`src/rtl/fmdll_div_counter_pkg.sv`:
```
// Shared types, default widths and the N-clamp helper for the FMDLL divider/counter stage.
package fmdll_pkg;

  localparam int unsigned NW_DEF = 4;
  localparam int unsigned MW_DEF = 2;

  typedef enum logic [1:0] {
    IDLE = 2'd0,
    LOAD = 2'd1,
    RUN  = 2'd2
  } state_e;

  // A zero N-period count would stall the divider, so it is promoted to 1.
  function automatic logic [31:0] clamp_n(input logic [31:0] n);
    return (n == 32'd0) ? 32'd1 : n;
  endfunction

endpackage

```
`src/rtl/fmdll_div_counter_if.sv`:
```
// Control inputs and counter/divider outputs between the FMDLL divider and its consumers.
interface fmdll_div_counter_if
  import fmdll_pkg::*;
#(
  parameter int unsigned NW = NW_DEF,
  parameter int unsigned MW = MW_DEF
);

  logic          EN;
  logic [NW-1:0] N;
  logic [MW-1:0] M;
  logic [NW-1:0] N_counter;
  logic [MW-1:0] M_counter;
  logic          DIV_N;
  logic          DIV_M;
  logic          FRAME;
  logic          RUNNING;

  modport master (
    output EN, N, M,
    input  N_counter, M_counter, DIV_N, DIV_M, FRAME, RUNNING
  );

  modport slave (
    input  EN, N, M,
    output N_counter, M_counter, DIV_N, DIV_M, FRAME, RUNNING
  );

endinterface

```
`src/rtl/fmdll_div_counter_mod_counter.sv`:
```
// Modulo (term+1) counter with sync clear, enable, registered count and look-ahead next value.
module fmdll_mod_counter #(
  parameter int unsigned W = 4
) (
  input  logic         i_clk,
  input  logic         i_rst_n,
  input  logic         i_clr,
  input  logic         i_en,
  input  logic [W-1:0] i_term,
  output logic [W-1:0] o_count,
  output logic [W-1:0] o_next_c,
  output logic         o_wrap_c
);

  logic [W-1:0] r_count;

  always_comb begin
    o_wrap_c = 1'b0;
    o_next_c = r_count;
    if (i_clr) begin
      o_next_c = '0;
    end else if (i_en) begin
      o_wrap_c = (r_count == i_term);
      o_next_c = o_wrap_c ? '0 : r_count + W'(1);
    end
  end

  always_ff @(posedge i_clk or negedge i_rst_n) begin
    if (!i_rst_n) r_count <= '0;
    else          r_count <= o_next_c;
  end

  assign o_count = r_count;

endmodule

```
`src/rtl/fmdll_div_counter.sv`:
```
// FMDLL select-path front end: N/M frame counters, shadowed ratio, divided clock and frame marker.
module fmdll_div_counter
  import fmdll_pkg::*;
#(
  parameter int unsigned NW = NW_DEF,
  parameter int unsigned MW = MW_DEF
) (
  input  logic CLK,
  input  logic RST_n,
  fmdll_div_counter_if.slave bus
);

  localparam int unsigned NW1 = NW + 1;

  state_e        r_state;
  state_e        w_state_next;
  logic [NW-1:0] r_nr;
  logic [NW-1:0] w_nr_next;
  logic [MW-1:0] r_mr;
  logic [MW-1:0] w_mr_next;
  logic          w_load_shadow;
  logic          w_run;
  logic          w_cnt_clr;

  logic [NW-1:0] w_ncnt;
  logic [NW-1:0] w_ncnt_next;
  logic          w_n_wrap;
  logic [MW-1:0] w_mcnt;
  logic [MW-1:0] w_mcnt_next;
  logic          w_m_wrap;

  logic [NW1-1:0] w_half;
  logic           w_run_next;
  logic           w_div_n_next;
  logic           w_div_m_next;
  logic           w_frame_next;

  logic r_div_n;
  logic r_div_m;
  logic r_frame;
  logic r_running;

  assign w_run     = (r_state == RUN);
  assign w_cnt_clr = !w_run;

  fmdll_mod_counter #(.W(NW)) u_n_cnt (
    .i_clk    (CLK),
    .i_rst_n  (RST_n),
    .i_clr    (w_cnt_clr),
    .i_en     (w_run),
    .i_term   (r_nr),
    .o_count  (w_ncnt),
    .o_next_c (w_ncnt_next),
    .o_wrap_c (w_n_wrap)
  );

  // M counter advances once per completed N-period; its wrap marks the frame end.
  fmdll_mod_counter #(.W(MW)) u_m_cnt (
    .i_clk    (CLK),
    .i_rst_n  (RST_n),
    .i_clr    (w_cnt_clr),
    .i_en     (w_n_wrap),
    .i_term   (r_mr),
    .o_count  (w_mcnt),
    .o_next_c (w_mcnt_next),
    .o_wrap_c (w_m_wrap)
  );

  always_comb begin
    w_state_next  = r_state;
    w_load_shadow = 1'b0;
    w_nr_next     = r_nr;
    w_mr_next     = r_mr;
    case (r_state)
      IDLE: if (bus.EN) w_state_next = LOAD;
      LOAD: begin
        w_load_shadow = 1'b1;
        w_state_next  = RUN;
      end
      RUN: begin
        // Stop requests only take effect at a frame boundary.
        if (w_m_wrap) begin
          w_load_shadow = 1'b1;
          if (!bus.EN) w_state_next = IDLE;
        end
      end
      default: w_state_next = IDLE;
    endcase
    if (w_load_shadow) begin
      w_nr_next = NW'(clamp_n(32'(bus.N)));
      w_mr_next = bus.M;
    end
  end

  // Registered outputs are derived from next-cycle counter and shadow values.
  always_comb begin
    w_run_next   = (w_state_next == RUN);
    w_half       = (NW1'(w_nr_next) + NW1'(2)) >> 1;
    w_div_n_next = w_run_next && (NW1'(w_ncnt_next) < w_half);
    w_div_m_next = w_div_n_next && (w_mcnt_next == '0);
    w_frame_next = w_run_next && (w_ncnt_next == w_nr_next) && (w_mcnt_next == w_mr_next);
  end

  always_ff @(posedge CLK or negedge RST_n) begin
    if (!RST_n) begin
      r_state   <= IDLE;
      r_nr      <= NW'(1);
      r_mr      <= '0;
      r_div_n   <= 1'b0;
      r_div_m   <= 1'b0;
      r_frame   <= 1'b0;
      r_running <= 1'b0;
    end else begin
      r_state   <= w_state_next;
      r_nr      <= w_nr_next;
      r_mr      <= w_mr_next;
      r_div_n   <= w_div_n_next;
      r_div_m   <= w_div_m_next;
      r_frame   <= w_frame_next;
      r_running <= w_run_next;
    end
  end

  assign bus.N_counter = w_ncnt;
  assign bus.M_counter = w_mcnt;
  assign bus.DIV_N     = r_div_n;
  assign bus.DIV_M     = r_div_m;
  assign bus.FRAME     = r_frame;
  assign bus.RUNNING   = r_running;

endmodule

```
`src/flat_wrapper.sv`:
```
// flat-port wrapper written by rule: the top's interface ports become plain ports
module fmdll_div_counter_flat import fmdll_pkg::*;
#(
  parameter int unsigned NW = NW_DEF,
  parameter int unsigned MW = MW_DEF
)
  (CLK, RST_n, bus_EN, bus_N, bus_M, bus_N_counter, bus_M_counter, bus_DIV_N, bus_DIV_M, bus_FRAME, bus_RUNNING);
  fmdll_div_counter_if #(.NW(NW), .MW(MW)) bus_i ();
  input  logic CLK;
  input  logic RST_n;
  input wire logic [$bits(bus_i.EN)-1:0] bus_EN;
  input wire logic [$bits(bus_i.N)-1:0] bus_N;
  input wire logic [$bits(bus_i.M)-1:0] bus_M;
  output wire logic [$bits(bus_i.N_counter)-1:0] bus_N_counter;
  output wire logic [$bits(bus_i.M_counter)-1:0] bus_M_counter;
  output wire logic [$bits(bus_i.DIV_N)-1:0] bus_DIV_N;
  output wire logic [$bits(bus_i.DIV_M)-1:0] bus_DIV_M;
  output wire logic [$bits(bus_i.FRAME)-1:0] bus_FRAME;
  output wire logic [$bits(bus_i.RUNNING)-1:0] bus_RUNNING;
  assign bus_i.EN = bus_EN;
  assign bus_i.N = bus_N;
  assign bus_i.M = bus_M;
  assign bus_N_counter = bus_i.N_counter;
  assign bus_M_counter = bus_i.M_counter;
  assign bus_DIV_N = bus_i.DIV_N;
  assign bus_DIV_M = bus_i.DIV_M;
  assign bus_FRAME = bus_i.FRAME;
  assign bus_RUNNING = bus_i.RUNNING;
  fmdll_div_counter #(.NW(NW), .MW(MW)) u_core (.CLK(CLK), .RST_n(RST_n), .bus(bus_i));
endmodule
```
`config.mk`:
```
export PLATFORM = sky130hd
export DESIGN_NAME = fmdll_div_counter_flat
export DESIGN_NICKNAME = d
export VERILOG_FILES = /design/src/rtl/fmdll_div_counter_pkg.sv /design/src/rtl/fmdll_div_counter_if.sv /design/src/rtl/fmdll_div_counter_mod_counter.sv /design/src/rtl/fmdll_div_counter.sv /design/src/flat_wrapper.sv
export SDC_FILE = /design/constraint.sdc
export NUM_CORES = 1
export LEC_CHECK = 0
export CAP_MARGIN = 20
export CORE_MARGIN = 2
export CORE_UTILIZATION = 51
export DETAILED_ROUTE_END_ITERATION = 7
export GPL_TIMING_DRIVEN = 0
export MAX_ROUTING_LAYER = met4
export PLACE_DENSITY_LB_ADDON = 0.12
export SETUP_SLACK_MARGIN = 0.2
export SYNTH_ARGS = -nofsm -noshare
export SYNTH_HDL_FRONTEND = slang
export SYNTH_SLANG_ARGS = --single-unit
export TNS_END_PERCENT = 5
```
`constraint.sdc`:
```
create_clock -name CLK -period 3.3 [get_ports CLK]
set_input_delay 0.33 -clock CLK [delete_from_list [all_inputs] [get_ports CLK]]
set_output_delay 0.33 -clock CLK [all_outputs]
set_load 0.02 [all_outputs]
```
=== Word level (Yosys, flattened, before mapping) ===
Cells that the tools add are included.

* Bits in registers: 18
* Input bits: 9
* Output and inout port bits: 10
* Logic and storage cells: 44

* Add/sub/neg operators: 3
* Order comparisons: 1
* Equal/unequal tests: 7
* Multiplexer cells: 17
* Reductions and logical operators: 7

{| class="wikitable"
|+ Operators with widths
! kind !! count
|-
| 2-to-1 mux 4 bit || 4
|-
| 2-to-1 mux 2 bit || 7
|-
| equality test 4 bit || 2
|-
| case mux 2 bit (3 select lines) || 1
|-
| adder 4 x 2 -> 5 bit, second input constant || 1
|-
| adder 4 x 1 -> 4 bit, second input constant || 1
|-
| equality test 2 bit || 2
|-
| equality test 2 bit, second input constant || 2
|-
| logical AND 1 bit || 4
|-
| zero test 2 bit || 2
|-
| zero test 4 bit || 1
|-
| < comparator 4 bit || 1
|-
| 2-to-1 mux 1 bit || 4
|-
| adder 2 x 1 -> 2 bit, second input constant || 1
|-
| equality test 2 x 1 -> 1 bit, second input constant || 1
|-
| case mux 1 bit (2 select lines) || 1
|}

=== Longest topological paths before layout ===
Gate-level depths: netlist of the first run.

* Depth in word-level cells: 11
* Gate-level depth with buffers: 13

=== Hierarchy ===
A second synthesis of the first run with hierarchy kept.

* Cells, all modules: 122
* Area total of the unflattened synthesis: 1196.1 µm²

{| class="wikitable"
|+ Modules (own cells, without submodules)
! module !! instances !! cells an instance !! area an instance (µm²) !! seq. area each (µm²)
|-
| fmdll_div_counter || 1 || 80 || 780.7 || 301.5
|-
| fmdll_mod_counter at u_core.u_n_cnt || 1 || 27 || 279.0 || 100.1
|-
| fmdll_mod_counter at u_core.u_m_cnt || 1 || 15 || 136.4 || 50.0
|}

=== Worst setup path before layout of the first run ===
OpenSTA, ideal clock, no wires.

* Path type: flip-flop to flip-flop
* From: register u_core.u_n_cnt.r_count[0] (netlist: u_core.u_n_cnt.o_count[0])
* To: register u_core.r_div_n (netlist: u_core.bus.DIV_N)
* Setup time: 94 ps
* Arrival time: 2638 ps
* Required time: 3206 ps
* Path slack: 568 ps
* Stages on the path, launching flop included: 13
* Buffers on the path: 1
* Period minus slack after synthesis: 2732 ps
* Cell sequence: dfrtp_1 xnor2_1 nand4_2 o31a_1 buf_6 mux2i_1 inv_1 ha_1 xor2_1 ha_1 o21ai_0 o21bai_1 a211oi_1

* Word-level cells in the longest chain between the ends: 10
* Elaborated cells on any way between the ends: 16
* Those cells by class: 2 x add/sub; 1 x order compare; 2 x eq/ne; 10 x mux; 1 x reduce/logical

{| class="wikitable"
|+ Ends and longest elaborated chain
! item !! line !! source
|-
| start: declaration || fmdll_div_counter_mod_counter.sv:15 || <nowiki>logic [W-1:0] r_count;</nowiki>
|-
| start signal: assignment || fmdll_div_counter_mod_counter.sv:30 || <nowiki>else r_count <= o_next_c;</nowiki>
|-
| equality test 4 bit || fmdll_div_counter_mod_counter.sv:23 || <nowiki>o_wrap_c = (r_count == i_term);</nowiki>
|-
| 2-to-1 mux 1 bit || fmdll_div_counter_mod_counter.sv:20 || <nowiki>if (i_clr) begin</nowiki>
|-
| 2-to-1 mux 1 bit || fmdll_div_counter_mod_counter.sv:22 || <nowiki>end else if (i_en) begin</nowiki>
|-
| 2-to-1 mux 1 bit || fmdll_div_counter_mod_counter.sv:20 ||
|-
| 2-to-1 mux 1 bit || fmdll_div_counter.sv:82 || <nowiki>if (w_m_wrap) begin</nowiki>
|-
| case mux 1 bit (2 select lines) || fmdll_div_counter.sv:74 || <nowiki>case (r_state)</nowiki>
|-
| 2-to-1 mux 4 bit || fmdll_div_counter.sv:89 || <nowiki>if (w_load_shadow) begin</nowiki>
|-
| named net u_core.w_nr_next[2] || fmdll_div_counter.sv:18 || <nowiki>logic [NW-1:0] w_nr_next;</nowiki>
|-
| adder 4 x 2 -> 5 bit || fmdll_div_counter.sv:98 || <nowiki>w_half = (NW1'(w_nr_next) + NW1'(2)) >> 1;</nowiki>
|-
| < comparator 4 bit || fmdll_div_counter.sv:99 || <nowiki>w_div_n_next = w_run_next && (NW1'(w_ncnt_next) < w_half);</nowiki>
|-
| logical AND 1 bit || fmdll_div_counter.sv:99 ||
|-
| named net u_core.w_div_n_next || fmdll_div_counter.sv:34 || <nowiki>logic w_div_n_next;</nowiki>
|-
| end signal: assignment || fmdll_div_counter.sv:117 || <nowiki>r_div_n <= w_div_n_next;</nowiki>
|-
| end: declaration || fmdll_div_counter.sv:38 || <nowiki>logic r_div_n;</nowiki>
|}

The timed path passes the listed nets, and every way through them passes these cells.

=== Worst setup path in the final report of the first run ===
* From: register u_core.r_nr[3]
* To: register u_core.r_div_n (netlist: u_core.bus.DIV_N)

* Word-level cells in the longest chain between the ends: 10
* Elaborated cells on any way between the ends: 15
* Those cells by class: 1 x add/sub; 1 x order compare; 2 x eq/ne; 10 x mux; 1 x reduce/logical

{| class="wikitable"
|+ Ends and longest elaborated chain
! item !! line !! source
|-
| start: declaration || fmdll_div_counter.sv:17 || <nowiki>logic [NW-1:0] r_nr;</nowiki>
|-
| start signal: assignment || fmdll_div_counter.sv:115 || <nowiki>r_nr <= w_nr_next;</nowiki>
|-
| equality test 4 bit || fmdll_div_counter_mod_counter.sv:23 ||
|-
| 2-to-1 mux 1 bit || fmdll_div_counter_mod_counter.sv:20 ||
|-
| 2-to-1 mux 1 bit || fmdll_div_counter_mod_counter.sv:22 ||
|-
| 2-to-1 mux 1 bit || fmdll_div_counter_mod_counter.sv:20 ||
|-
| 2-to-1 mux 1 bit || fmdll_div_counter.sv:82 ||
|-
| case mux 1 bit (2 select lines) || fmdll_div_counter.sv:74 ||
|-
| 2-to-1 mux 4 bit || fmdll_div_counter.sv:89 ||
|-
| named net u_core.w_nr_next[2] || fmdll_div_counter.sv:18 ||
|-
| adder 4 x 2 -> 5 bit || fmdll_div_counter.sv:98 ||
|-
| < comparator 4 bit || fmdll_div_counter.sv:99 ||
|-
| logical AND 1 bit || fmdll_div_counter.sv:99 ||
|-
| named net u_core.w_div_n_next || fmdll_div_counter.sv:34 ||
|}

The timed path passes the listed nets, and every way through them passes these cells.

==> impl_metrics.json, run 1 <==
{
  "reg2reg_slack_ns": 0.47,
  "drc": 0,
  "final-hold-violation-count": 0,
  "m1WireLength_mm": 1.03,
  "post-route-util": 0.689,
  "wl_met2_um": 895,
  "n_fill_cell": 149,
  "synthAdderAreaFrac": 0.103,
  "fp.dieH_um": 50.3,
  "status": "finished clean",
  "ys_seq_area_frac": 0.414,
  "seq_area_sq_um": 452,
  "wl_met3_um": 63,
  "overflow": 0,
  "highest_layer": "met4",
  "peakVddDrop_mv": 0.548,
  "critPathMaxFanout": 7,
  "synth_edf_count": 0,
  "drv_cap": 0,
  "end_kind": "flop",
  "ant_nets": 0,
  "hpwl_mm": 1.53,
  "multi_input_area_sq_um": 601,
  "netlist_area_sq_um": 1090,
  "clk_pin_slew_ns": 0.11,
  "power_density_nw_per_um2": 839,
  "path_class": "flop to flop",
  "synth-xor-area-share": 0.127,
  "skew_ns": 0.00153,
  "finalSetupViolations": 0,
  "r2r-end": "u_core.bus.DIV_N",
  "synth_top_area_frac": 0.390,
  "routed_wl_mm": 2.04,
  "synth.area.top_cells": "dfrtp_1 39%, ha_1 10%, xnor2_1 6.4%, xor2_1 4.8%, mux2_2 3.1%",
  "fin_nets": 141,
  "avgSynthCellArea_sq_um": 11.2,
  "timing.final.crit_share": 0.856,
  "layout_min_cycle_time_ns": 2.83,
  "cp-startpoint": "u_core.r_nr[3]",
  "htreeDepth": 1,
  "io_buffer_count": 18,
  "reg2reg_depth": 12,
  "grt_pass1_wl_mm": 3.66,
  "ys_warn_count": 0,
  "synth_compound_area_frac": 0.0998,
  "pre_cts_ws_ns": 0.372,
  "synth_area_leader_cell": "dfrtp_1",
  "wl_per_cell_um": 13.7,
  "async_reset_ff_frac": 1.00,
  "hp-class": "input port to asynchronous set/reset pin",
  "coreArea_sq_um": 1980,
  "drive_gt1_frac": 0.205,
  "grt_pass1_vias": 791,
  "cts_buffers": 3,
  "cp.arrival_ns": 3.04,
  "drt-vias-per-instance": 5.17,
  "crit_path_start_kind": "flop",
  "worstPathRequired_ns": 3.52,
  "cts_tree": "yes",
  "syn-instance-count": 97,
  "firstDrtPassIters": 3,
  "tightest_slew_ns": 0.794,
  "cts_sinks": 18,
  "hold_ws_ns": 0.472,
  "reg2reg_from": "u_core.r_nr[3]",
  "yosysUniqueCellTypes": 38,
  "clk_latency_ns": 0.31,
  "grt_max_degree": 19,
  "endpoint": "u_core.bus.DIV_N",
  "clockBufferDepth": 2,
  "muxShareOfSynthArea": 0.0757,
  "die_area_sq_um": 2530,
  "setup_tns_ns": 0,
  "synth-simple-area-share": 0.142,
  "drt_iter0_markers": 7,
  "synth_flop_cell": "dfrtp_1",
  "cts-root-buf": "clkbuf_4",
  "pin_count": 19,
  "antenna_found_initial": 0,
  "leakagePower_nw": 0.641,
  "vias": 770,
  "syn_nets": 115,
  "synthToLayoutAreaGrowth_pct": 25.2,
  "fmax_mhz": 354,
  "synth_seq_cells": 18,
  "die_x_um": 50.3,
  "num_rows": 16,
  "relSlewSlack": 0.469,
  "synth_top_family_by_area": "simple AND/OR/NAND/NOR gates",
  "total_power_mw": 1.15,
  "place.gp.congestion": 0.765,
  "cts_hold_buf": 0,
  "finalMaxSlewViolations": 0,
  "grt_use_total": 0.200,
  "start_util": 0.551,
  "worst_slack_ns": 0.474,
  "grt_setup_unrepaired": "false",
  "n_antenna_cell": 0
}
## metal layers
metal	global-route usage	up-vias
li1	-	385
met2	0.294	12
met3	0.0268	5
met1	0.274	368
met4	0.0972	0
met5	-	-
## Yosys cell counts (all sizes together) (2+ instances only)
library cell / count
dfrtp: 17
ha: 9
xnor2: 9
inv: 8
nor2: 7
xor2: 6
mux2: 4
mux2i: 3
nand2: 3
nor3: 3
o21bai: 3
a21oi: 2
nand3: 2
nand4: 2
o21ai: 2
o31a: 2
## layout make-up
type,instances,area share
inverter,8,0.0220
clock buffer,4,0.0266
timing repair buffer,21,0.148
multi-input combinational,70,0.440
buffer,1,0.00824
tap,27,0.0247
sequential,18,0.331
## worst max-delay path: stages (launching register included)
cell      delay (ns)
dfrtp_1         0.43
xnor2_1         0.23
nand4_2         0.18
o31a_1          0.34
buf_6           0.15
mux2i_1         0.22
inv_1           0.12
ha_1            0.28
inv_1           0.04
ha_1            0.26
o21ai_0         0.14
o21bai_1        0.10
a211oi_1        0.26
## cell usage in the layout, fill, tap and decap left out, types with 2 or more instances in the layout
cell type,Yosys,final
mux2_2,3,3
o21bai_1,3,3
xor2_1,6,6
inv_1,8,8
ha_1,9,8
a21oi_1,2,2
nor2_1,7,7
nand2_1,3,3
mux2i_1,2,2
nor3_1,2,2
dfrtp_1,17,17
buf_4,0,3
xnor2_1,8,8
clkdlybuf4s50_1,0,18
clkbuf_4,0,3
nand3_1,2,2
## metrics by stage
step | instance area, sq um | cells
final | 1370 | 149
after global routing | 1370 | 149
after CTS | 1340 | 146
after detailed placement | 1310 | 142
after global placement | 1310 | 142
after floorplan | 1090 | 97
## report_power, final
group / internal [mW] / switching (mW)
Sequential: 0.296 / 0.0631
Combinational: 0.318 / 0.326
Clock: 0.0675 / 0.0752
## sequential cells by signal, summed over array words and instances (netlist names)
register and flops:
u_core.r_state 2, u_core.u_n_cnt.o_count 4, u_core.r_mr 2, u_core.bus.RUNNING 1, u_core.bus.DIV_M 1, u_core.u_m_cnt.o_count 2
u_core.r_nr 4, u_core.bus.FRAME 1, u_core.bus.DIV_N 1
## cells by family after synthesis
group                      Yosys count
AOI/OAI and AO/OA                   14
xor gates and xnor gates            15
adders and majority gates            9
buffers and inverters                9
DFF                                 18
muxes                                7
and+or+nand+nor                     25
## how the worst min path moves through the flow
stage	start	endpoint	slack [ns]	depth (start not counted)
3_3_place_gp	u_core.r_nr[0]	u_core.r_nr[0]	0.52	2
5_1_grt	RST_n	u_core.r_state[0]	0.55	1
2_1_floorplan	RST_n	u_core.bus.DIV_M	0.03	0
3_5_place_dp	u_core.r_nr[0]	u_core.r_nr[0]	0.53	2
4_1_cts	RST_n	u_core.u_n_cnt.o_count[2]	0.51	1
6_report	RST_n	u_core.u_n_cnt.o_count[2]	0.47	1
## what timing repair did
action / CTS / global route
endpoints found under the setup margin: 0 / 1
gates resized for setup: 0 / 1
setup buffers: 0 / 3
(Power assumes the default switching activity.)
==> run 2: changes to the inputs <==
Settings changed: CAP_MARGIN 20 to 25, CORE_UTILIZATION 51 to 46, PLACE_DENSITY_LB_ADDON 0.12 to 0.3.
==> run 2 against run 1 <==
  * Sequential power increased by 2%
  * Worst setup slack got worse by 0.040 ns
  * Design area increased by 0.37%
  * Via count decreased by 2.2%
  * Critical path depth unchanged
  * Final cell count decreased by 1.3%
  * Fmax decreased by 1.4%
  * Power decreased by 0.79%
  * Combinational power increased by 2%
  * Sequential share of layout area decreased by 0.12 points
  * Sequential cell count unchanged
==> impl_metrics.json, run 2 (synthesized netlist as in run 1, its figures left out) <==
{
  "cts-resized-gates": 0,
  "cts-root-buf": "clkbuf_4",
  "tightest_slew_ns": 0.802,
  "crit_path_start_kind": "flop",
  "clockBufferDepth": 2,
  "cp.arrival_ns": 3.06,
  "pin_count": 19,
  "path_class": "flop to flop",
  "setup_tns_ns": 0,
  "ant_nets": 0,
  "grt_setup_unrepaired": "false",
  "hpwl_mm": 1.57,
  "firstDrtPassIters": 4,
  "antenna_found_initial": 0,
  "vias": 753,
  "layout_common_cells": "18 x clkdlybuf4s50_1, 17 x dfrtp_1, 9 x ha_1",
  "grt_use_total": 0.177,
  "drv_cap": 0,
  "cp_cell_sequence": "xnor2_2 > nand4_4 > o31a_1 > buf_6 > mux2i_1 > inv_1 > ha_1 > inv_1 > ha_1 > o21ai_0 > o21bai_1 > a211oi_1",
  "synthToLayoutAreaGrowth_pct": 25.7,
  "n_fill_cell": 195,
  "cp_num_buf_inv": 3,
  "die_area_sq_um": 2780,
  "hp-class": "input port to asynchronous set/reset pin",
  "final-hold-violation-count": 0,
  "critPathSlowestCell": "dfstp_2",
  "timing.final.crit_share": 0.868,
  "place.gp.congestion": 0.734,
  "crit_family": "compound AO/OA/AOI/OAI gates",
  "total_power_mw": 1.14,
  "power_density_nw_per_um2": 829,
  "wl_per_cell_um": 13.4,
  "critPathMaxFanout": 9,
  "clk_latency_ns": 0.28,
  "leakagePower_nw": 0.641,
  "worstPathRequired_ns": 3.50,
  "end_kind": "flop",
  "grt_pass1_wl_mm": 3.49,
  "skew_ns": 0.00322,
  "cts_tree": "yes",
  "fp.dieH_um": 52.7,
  "cts_hold_buf": 0,
  "finalSetupViolations": 0,
  "cts_buffers": 3,
  "coreArea_sq_um": 2230,
  "drt-vias-per-instance": 5.12,
  "layout_min_cycle_time_ns": 2.87,
  "grt_pass1_vias": 807,
  "drive_gt1_frac": 0.202,
  "fmax_mhz": 349,
  "drc": 0,
  "layout_commonest_cell": "clkdlybuf4s50_1",
  "grt_max_degree": 19,
  "overflow": 0,
  "postCtsSetupBuffers": 0,
  "fin_nets": 138,
  "io_buffer_count": 18,
  "n_antenna_cell": 0,
  "htreeDepth": 1,
  "peakVddDrop_mv": 0.527,
  "cpPeakStageDelay_ns": 0.56,
  "num_rows": 17,
  "start_util": 0.489,
  "finalMaxSlewViolations": 0,
  "routed_wl_mm": 1.97,
  "cts_sinks": 18,
  "relSlewSlack": 0.463,
  "clk_pin_slew_ns": 0.10,
  "status": "finished clean",
  "die_x_um": 52.7,
  "drt_iter0_markers": 8
}
[run 2: changes by cell type in the layout (fill, tap and decap cells not counted), sizes merged]
cell and change:
buf -3
[run 2: stage by stage]
stage                     utilization  setup WS [ns]  cells  hold slack, ns  cell area, sq um
after detailed placement        0.585          0.362    143           0.531              1310
after global routing            0.614          0.209    147           0.577              1370
after CTS                       0.597          0.316    147           0.525              1330
after global placement          0.585          0.380    143           0.522              1310
after floorplan                     -          0.568     97          0.0344              1090
final                           0.614          0.434    147           0.502              1370
[run 2: where the power goes]
group / internal (mW) / switching [mW]
logic: 0.326 / 0.332
registers: 0.297 / 0.0709
clock network: 0.0469 / 0.0646
[run 2: worst paths after layout]
check,cells after the start,to,slack (ns),from
max,12,u_core.bus.DIV_N,0.43,u_core.r_nr[0]
min,1,u_core.r_nr[1],0.50,RST_n
max reg2reg,12,u_core.bus.DIV_N,0.43,u_core.r_nr[0]
min reg2reg,2,u_core.r_nr[0],0.56,u_core.r_nr[0]
max in group asynchronous,1,u_core.u_n_cnt.o_count[1],2.30,RST_n
min in group CLK,2,u_core.r_nr[0],0.56,u_core.r_nr[0]
[run 2: metal layers]
| metal | up-vias | share of wire | global-route usage |
|---|---|---|---|
| met5 | - | 0 | - |
| met3 | 2 | 0.030 | 0.0257 |
| met1 | 365 | 0.47 | 0.213 |
| met2 | 10 | 0.49 | 0.302 |
| met4 | 0 | 0.0081 | 0.0641 |
| li1 | 376 | - | - |
[run 2: cell type report]
class,count,area [sq um],area share
Multi-Input combinational cell,70,637,0.464
Sequential cell,18,452,0.329
Timing Repair Buffer,18,180,0.131
Tap cell,28,35.0,0.0255
Inverter,8,30.0,0.0219
Clock buffer,4,26.3,0.0192
Buffer,1,11.3,0.00821
